$ cat config.mk
export PLATFORM = sky130hd
export DESIGN_NAME = dc_frame_sched
export DESIGN_NICKNAME = d
export VERILOG_FILES = /design/src/rtl/dc_frame_sched_pkg.sv /design/src/rtl/dc_frame_sched_gap_timer.sv /design/src/rtl/dc_frame_sched.sv
export SDC_FILE = /design/constraint.sdc
export NUM_CORES = 1
export LEC_CHECK = 0
export CAP_MARGIN = 20
export CORE_UTILIZATION = 50
export DETAILED_ROUTE_END_ITERATION = 10
export PLACE_DENSITY = 0.84
export REMOVE_ABC_BUFFERS = 1
export SLEW_MARGIN = 0
export SYNTH_ARGS = -nofsm -noshare
export SYNTH_HDL_FRONTEND = slang
export SYNTH_SLANG_ARGS = --single-unit
$ cat constraint.sdc
create_clock -name i_clk -period 5.5 [get_ports i_clk]
set_input_delay 1.1 -clock i_clk [delete_from_list [all_inputs] [get_ports i_clk]]
set_output_delay 1.1 -clock i_clk [all_outputs]
set_load 0.01 [all_outputs]
$ cat src/rtl/dc_frame_sched_pkg.sv
// Shared definitions for the DC-bias frame scheduler: FSM states, header
// field positions and the default frame geometry.
package dc_pkg;

   localparam int FRAME_WORDS_DEF = 62;
   localparam int N_CS_DEF        = 24;

   localparam int DISCARD_BIT = 31;
   localparam int MASK_LSB    = 0;
   localparam int MASK_W      = 24;
   localparam int DATA_W      = 24;
   localparam int CS_W        = 5;

   typedef enum logic [2:0] {
      IDLE     = 3'd0,
      PAYLOAD  = 3'd1,
      SPI_WAIT = 3'd2,
      LDAC     = 3'd3,
      DONE     = 3'd4
   } state_e;

endpackage

$ cat src/rtl/dc_frame_sched_gap_timer.sv
// Up-counter with enable, synchronous clear and a one-cycle expire pulse when
// the count reaches the terminal value presented on limit.
module dc_gap_timer #(
   parameter int W = 17
) (
   input  logic         clk,
   input  logic         rst,
   input  logic         en,
   input  logic         clr,
   input  logic [W-1:0] limit,
   output logic         expire
);

   logic [W-1:0] count_r;

   assign expire = en && (count_r == (limit - W'(1)));

   // Count while enabled, hold otherwise, wrap to zero on expiry
   always_ff @(posedge clk) begin
      if (rst) begin
         count_r <= W'(0);
      end else if (clr) begin
         count_r <= W'(0);
      end else if (en) begin
         count_r <= expire ? W'(0) : (count_r + W'(1));
      end else begin
         count_r <= count_r;
      end
   end

endmodule

$ cat src/rtl/dc_frame_sched.sv
// Frame scheduler: turns a header + payload word stream into per-chip SPI
// writes, then a single LDAC pulse; aborts frames stalled past the gap timeout.
module dc_frame_sched
   import dc_pkg::*;
#(
   parameter int FRAME_WORDS    = FRAME_WORDS_DEF,
   parameter int N_CS           = N_CS_DEF,
   parameter int LDAC_CYCLES    = 4,
   parameter int TIMEOUT_CYCLES = 100000
) (
   input  logic              i_clk,
   input  logic              i_rst,
   input  logic [31:0]       i_word,
   input  logic              i_word_valid,
   output logic              o_word_ready,
   output logic              o_spi_start,
   output logic [CS_W-1:0]   o_spi_cs_idx,
   output logic [DATA_W-1:0] o_spi_data,
   input  logic              i_spi_done,
   output logic              o_ldac_n,
   output logic              o_busy,
   output logic              o_frame_done,
   output logic              o_err_timeout
);

   localparam int CNT_W   = $clog2(FRAME_WORDS + 1);
   localparam int TMR_MAX = (TIMEOUT_CYCLES > LDAC_CYCLES) ? TIMEOUT_CYCLES : LDAC_CYCLES;
   localparam int TMR_W   = $clog2(TMR_MAX + 1);
   localparam logic [CNT_W-1:0] LAST_IDX = CNT_W'(FRAME_WORDS - 1);
   localparam logic [CNT_W-1:0] NCS_CNT  = CNT_W'(N_CS);

   state_e              state_r, state_nx_s;
   logic [CNT_W-1:0]    word_cnt_r, idx_s;
   logic [MASK_W-1:0]   mask_r;
   logic                discard_r, wrote_r, last_r;
   logic                accept_s, is_last_s, word_en_s, timeout_s;
   logic                tmr_en_s, tmr_clr_s, tmr_exp_s;
   logic [TMR_W-1:0]    tmr_limit_s;

   logic                ready_r, start_r, ldac_n_r, busy_r, frame_done_r, err_to_r;
   logic [CS_W-1:0]     cs_idx_r;
   logic [DATA_W-1:0]   data_r;

   // Header bits [30:24] are reserved and deliberately ignored
   logic unused_hdr_s;
   assign unused_hdr_s = ^i_word[30:24];

   // Word classification and next-state decode
   always_comb begin
      accept_s   = i_word_valid && ready_r;
      idx_s      = word_cnt_r - CNT_W'(1);
      is_last_s  = (word_cnt_r == LAST_IDX);
      word_en_s  = !discard_r && (word_cnt_r != CNT_W'(0)) && (word_cnt_r <= NCS_CNT)
                   && (|(mask_r & (MASK_W'(1) << idx_s)));
      timeout_s  = 1'b0;
      state_nx_s = state_r;
      case (state_r)
         IDLE: begin
            if (accept_s) state_nx_s = PAYLOAD;
            else          state_nx_s = IDLE;
         end
         PAYLOAD: begin
            if (accept_s) begin
               if (word_en_s)      state_nx_s = SPI_WAIT;
               else if (is_last_s) state_nx_s = wrote_r ? LDAC : DONE;
               else                state_nx_s = PAYLOAD;
            end else if (tmr_exp_s) begin
               state_nx_s = IDLE;
               timeout_s  = 1'b1;
            end else begin
               state_nx_s = PAYLOAD;
            end
         end
         SPI_WAIT: begin
            if (i_spi_done) state_nx_s = last_r ? LDAC : PAYLOAD;
            else            state_nx_s = SPI_WAIT;
         end
         LDAC: begin
            if (tmr_exp_s) state_nx_s = DONE;
            else           state_nx_s = LDAC;
         end
         DONE:    state_nx_s = IDLE;
         default: state_nx_s = IDLE;
      endcase
   end

   // One timer serves both the inter-word gap and the LDAC pulse width;
   // it restarts on every accept and every state change
   always_comb begin
      tmr_en_s    = ((state_r == PAYLOAD) && !accept_s) || (state_r == LDAC);
      tmr_clr_s   = accept_s || (state_nx_s != state_r);
      tmr_limit_s = (state_r == LDAC) ? TMR_W'(LDAC_CYCLES) : TMR_W'(TIMEOUT_CYCLES);
   end

   dc_gap_timer #(
      .W (TMR_W)
   ) u_gap_timer (
      .clk    (i_clk),
      .rst    (i_rst),
      .en     (tmr_en_s),
      .clr    (tmr_clr_s),
      .limit  (tmr_limit_s),
      .expire (tmr_exp_s)
   );

   // State, frame bookkeeping and registered outputs
   always_ff @(posedge i_clk) begin
      if (i_rst) begin
         state_r      <= IDLE;
         word_cnt_r   <= CNT_W'(0);
         mask_r       <= MASK_W'(0);
         discard_r    <= 1'b0;
         wrote_r      <= 1'b0;
         last_r       <= 1'b0;
         ready_r      <= 1'b0;
         start_r      <= 1'b0;
         cs_idx_r     <= CS_W'(0);
         data_r       <= DATA_W'(0);
         ldac_n_r     <= 1'b1;
         busy_r       <= 1'b0;
         frame_done_r <= 1'b0;
         err_to_r     <= 1'b0;
      end else begin
         state_r      <= state_nx_s;
         ready_r      <= (state_nx_s == IDLE) || (state_nx_s == PAYLOAD);
         busy_r       <= (state_nx_s != IDLE);
         ldac_n_r     <= (state_nx_s != LDAC);
         frame_done_r <= (state_nx_s == DONE);
         err_to_r     <= timeout_s;
         start_r      <= 1'b0;

         if ((state_r == IDLE) && accept_s) begin
            mask_r     <= i_word[MASK_LSB +: MASK_W];
            discard_r  <= i_word[DISCARD_BIT];
            word_cnt_r <= CNT_W'(1);
            wrote_r    <= 1'b0;
            last_r     <= 1'b0;
         end else if ((state_r == PAYLOAD) && accept_s) begin
            word_cnt_r <= word_cnt_r + CNT_W'(1);
            if (word_en_s) begin
               start_r  <= 1'b1;
               cs_idx_r <= idx_s[CS_W-1:0];
               data_r   <= i_word[DATA_W-1:0];
               wrote_r  <= 1'b1;
               last_r   <= is_last_s;
            end
         end else if (state_r == DONE) begin
            wrote_r <= 1'b0;
         end
      end
   end

   assign o_word_ready  = ready_r;
   assign o_spi_start   = start_r;
   assign o_spi_cs_idx  = cs_idx_r;
   assign o_spi_data    = data_r;
   assign o_ldac_n      = ldac_n_r;
   assign o_busy        = busy_r;
   assign o_frame_done  = frame_done_r;
   assign o_err_timeout = err_to_r;

endmodule

==> flow_metrics.py <==
metrics = {
    "clock_tree": {
        "clk_pin_slew_ns": 0.10,
        "htreeDepth": 3,
        "postCtsSetupRepairBufs": 0,
        "cts.sinks": 88,
        "cts_tree": "built",
        "root_buffer": "clkbuf_8",
        "ctsResizeCount": 0,
        "holdBufCountCts": 0,
        "clkLatencyLatePin_ns": 0.36,
        "cts_buffer_depth": 2,
        "numCtsBuffers": 9,
    },
    "routing": {
        "drc": 0,
        "dr.first_iter.drc_count": 268,
        "wire_per_inst_um": 16.0,
        "routed_wirelength_um": 10500,
        "vias": 3987,
        "antenna_left": 0,
        "viasPerCell": 6.11,
        "firstDrtPassIters": 5,
    },
    "critical_path": {
        "path_buf_inv": 1,
        "r2r-start": "word_cnt_r[0]",
        "cp_top_family": "compound AO/OA/AOI/OAI gates",
        "max_stage_delay_ns": 0.93,
        "cp-start-kind": "flop",
        "path_max_fanout": 28,
        "path_cells": "inv_1, ha_1, a221oi_1, a2111oi_0, a2111o_1, o32ai_4, o221ai_2, a221o_1",
        "endpoint_kind": "flop",
        "worst_path_max_delay_cell": "o32ai_4",
        "critPathKind": "reg -> reg",
        "cp.arrival_ns": 4.15,
        "cp.required_ns": 5.75,
        "cp-startpoint": "word_cnt_r[0]",
    },
    "yosys": {
        "synth_area_um2": 4200,
        "synth_area_leaders": "dfxtp_1 42%, a21oi_1 7.5%, nand2_1 6.4%, nand4_1 4.6%, a211oi_1 3.9%",
        "synth_common_cells": "88 x dfxtp_1, 72 x nand2_1, 63 x a21oi_1",
        "synth_edf_count": 0,
        "synth.yosys.seq_area_share": 0.420,
        "syn_inst": 503,
        "synth-seq-cells": 88,
        "avgSynthCellArea_um2": 8.35,
        "yosys_warnings": 0,
        "async_flop_share": 0,
        "synth.top_cell.area_share": 0.420,
        "ys_types": 59,
        "synth_top_area_cell": "dfxtp_1",
        "synth.most_common_cell": "dfxtp_1",
        "ys.flop_type": "dfxtp_1",
    },
    "die": {
        "die_area_um2": 8770,
        "start_util": 0.514,
        "die_w_um": 93.6,
        "core_area_um2": 8180,
        "ios": 71,
        "fp-row-count": 33,
        "die_y_um": 93.6,
    },
    "power_and_ir_drop": {
        "power.static_leakage_nw": 1.63,
        "p_per_area_nw_per_um2": 258,
        "ir_drop_v": 0.000150,
        "power.total_mw": 1.31,
    },
    "timing": {
        "relSlewSlack": 0.300,
        "tightest_slew_ns": 1.05,
        "max_freq_mhz": 256,
        "slew_viol_final": 0,
        "fin_crit_ns": 3.90,
        "setup_violations": 0,
        "min_period_over_period": 0.709,
        "rsz0062_at_grt": "false",
        "hold_viol": 0,
        "fin_tns_setup_ns": 0,
        "clock_skew_ns": 0.0111,
    },
    "cells_and_area": {
        "area_growth_pct": 21.1,
        "final_nets": 587,
        "fillers": 701,
        "num_antenna_cells": 0,
        "layout-drive-gt1-share": 0.0675,
    },
    "global_route": {
        "grt_pass1_wl_um": 17400,
        "grt_pass1_vias": 3732,
        "grt_max_degree": 66,
        "grt-ovfl-total": 0,
        "grt_use_total": 0.251,
        "antenna_found_initial": 0,
    },
    "worst_hold_path": {
        "hold_class": "reg -> reg",
        "min-delay-start": "mask_r[3]",
    },
    "placement": {
        "gp_congestion": 0.847,
        "hpwl_um": 6910,
        "numPortBuffers": 63,
    },
    "outcome": {
        "status": "finished clean",
    },
    "job": {
        "drv_cap": 0,
    },
}
## final cells by class
type	count	area, um2	share of cell area
Tap cell	105	131	0.0258
Inverter	8	30.0	0.00591
Sequential cell	88	1760	0.347
Timing Repair Buffer	70	678	0.133
Multi-Input combinational cell	366	2260	0.444
Clock inverter	7	101	0.0199
Clock buffer	9	124	0.0244
## final timing paths
check               to  slack, ns  depth (start not counted)
max           o_ldac_n       1.60                          8
max reg2reg   o_ldac_n       1.60                          8
min reg2reg  mask_r[3]       0.45                          2
min          mask_r[3]       0.45                          2
## cell usage in the layout (no fill, tap or decap), types with 4 or more instances in the layout
master	instances
a211oi_1	22
a21oi_1	63
a221oi_1	4
a22oi_1	9
a31oi_1	8
and2_1	4
buf_4	7
clkbuf_8	9
clkdlybuf4s50_1	62
dfxtp_1	88
ha_1	8
inv_1	7
nand2_1	72
nand2b_1	4
nand3_1	10
nand4_1	31
nor2_1	18
nor3_1	7
o21ai_0	26
or3_1	5
or4_1	5
xnor2_1	10
xor2_1	11
## state kept, by name (all words and copies together) (netlist names)
name and cells:
state_r 3, o_word_ready 1, word_cnt_r 6, discard_r 1, o_spi_cs_idx 5, last_r 1
o_frame_done 1, wrote_r 1, o_ldac_n 1, mask_r 24, o_busy 1, o_spi_start 1
u_gap_timer.count_r 17, o_err_timeout 1, o_spi_data 24
## cell families after synthesis
family,share of synthesized area
flip-flops,0.420
AO/OA/AOI/OAI,0.237
multiplexers,0.00775
adder cells (fa/ha/maj),0.0238
buffers and inverters,0.0468
AND/OR/NAND/NOR,0.214
XOR/XNOR,0.0504
## worst reg2reg max path, stage by stage, from the launching register on
cell       delay (ns)
dfxtp_1          0.63
inv_1            0.20
ha_1             0.49
a221oi_1         0.46
a2111oi_0        0.13
a2111o_1         0.39
o32ai_4          0.93
o221ai_2         0.23
a221o_1          0.34
## routing by layer
| layer | GRT usage | wire length [um] | part of all wire | up-vias |
|---|---|---|---|---|
| li1 | - | - | - | 1922 |
| met1 | 0.329 | 4680 | 0.45 | 1898 |
| met2 | 0.404 | 4900 | 0.47 | 148 |
| met3 | 0.0366 | 651 | 0.062 | 19 |
| met4 | 0.122 | 238 | 0.023 | 0 |
| met5 | 0 | 0 | 0 | - |
## power breakdown
part | internal [mW] | switching [mW]
logic | 0.0539 | 0.0919
clock network | 0.261 | 0.245
registers | 0.648 | 0.0112
total | 0.963 | 0.348
## through the flow
| step | instances | worst slack, ns | hold slack [ns] | instance area (um2) | util |
|---|---|---|---|---|---|
| after detailed placement | 637 | 1.73 | 0.444 | 4860 | 0.594 |
| after global routing | 653 | 1.36 | 0.493 | 5080 | 0.622 |
| final | 653 | 1.60 | 0.455 | 5080 | 0.622 |
| after global placement | 636 | 1.83 | 0.444 | 4850 | 0.593 |
| after CTS | 653 | 1.69 | 0.456 | 5080 | 0.622 |
| after floorplan | 462 | 1.89 | 0.426 | 4030 | - |
Note: power is estimated with default switching activity, not from simulation.
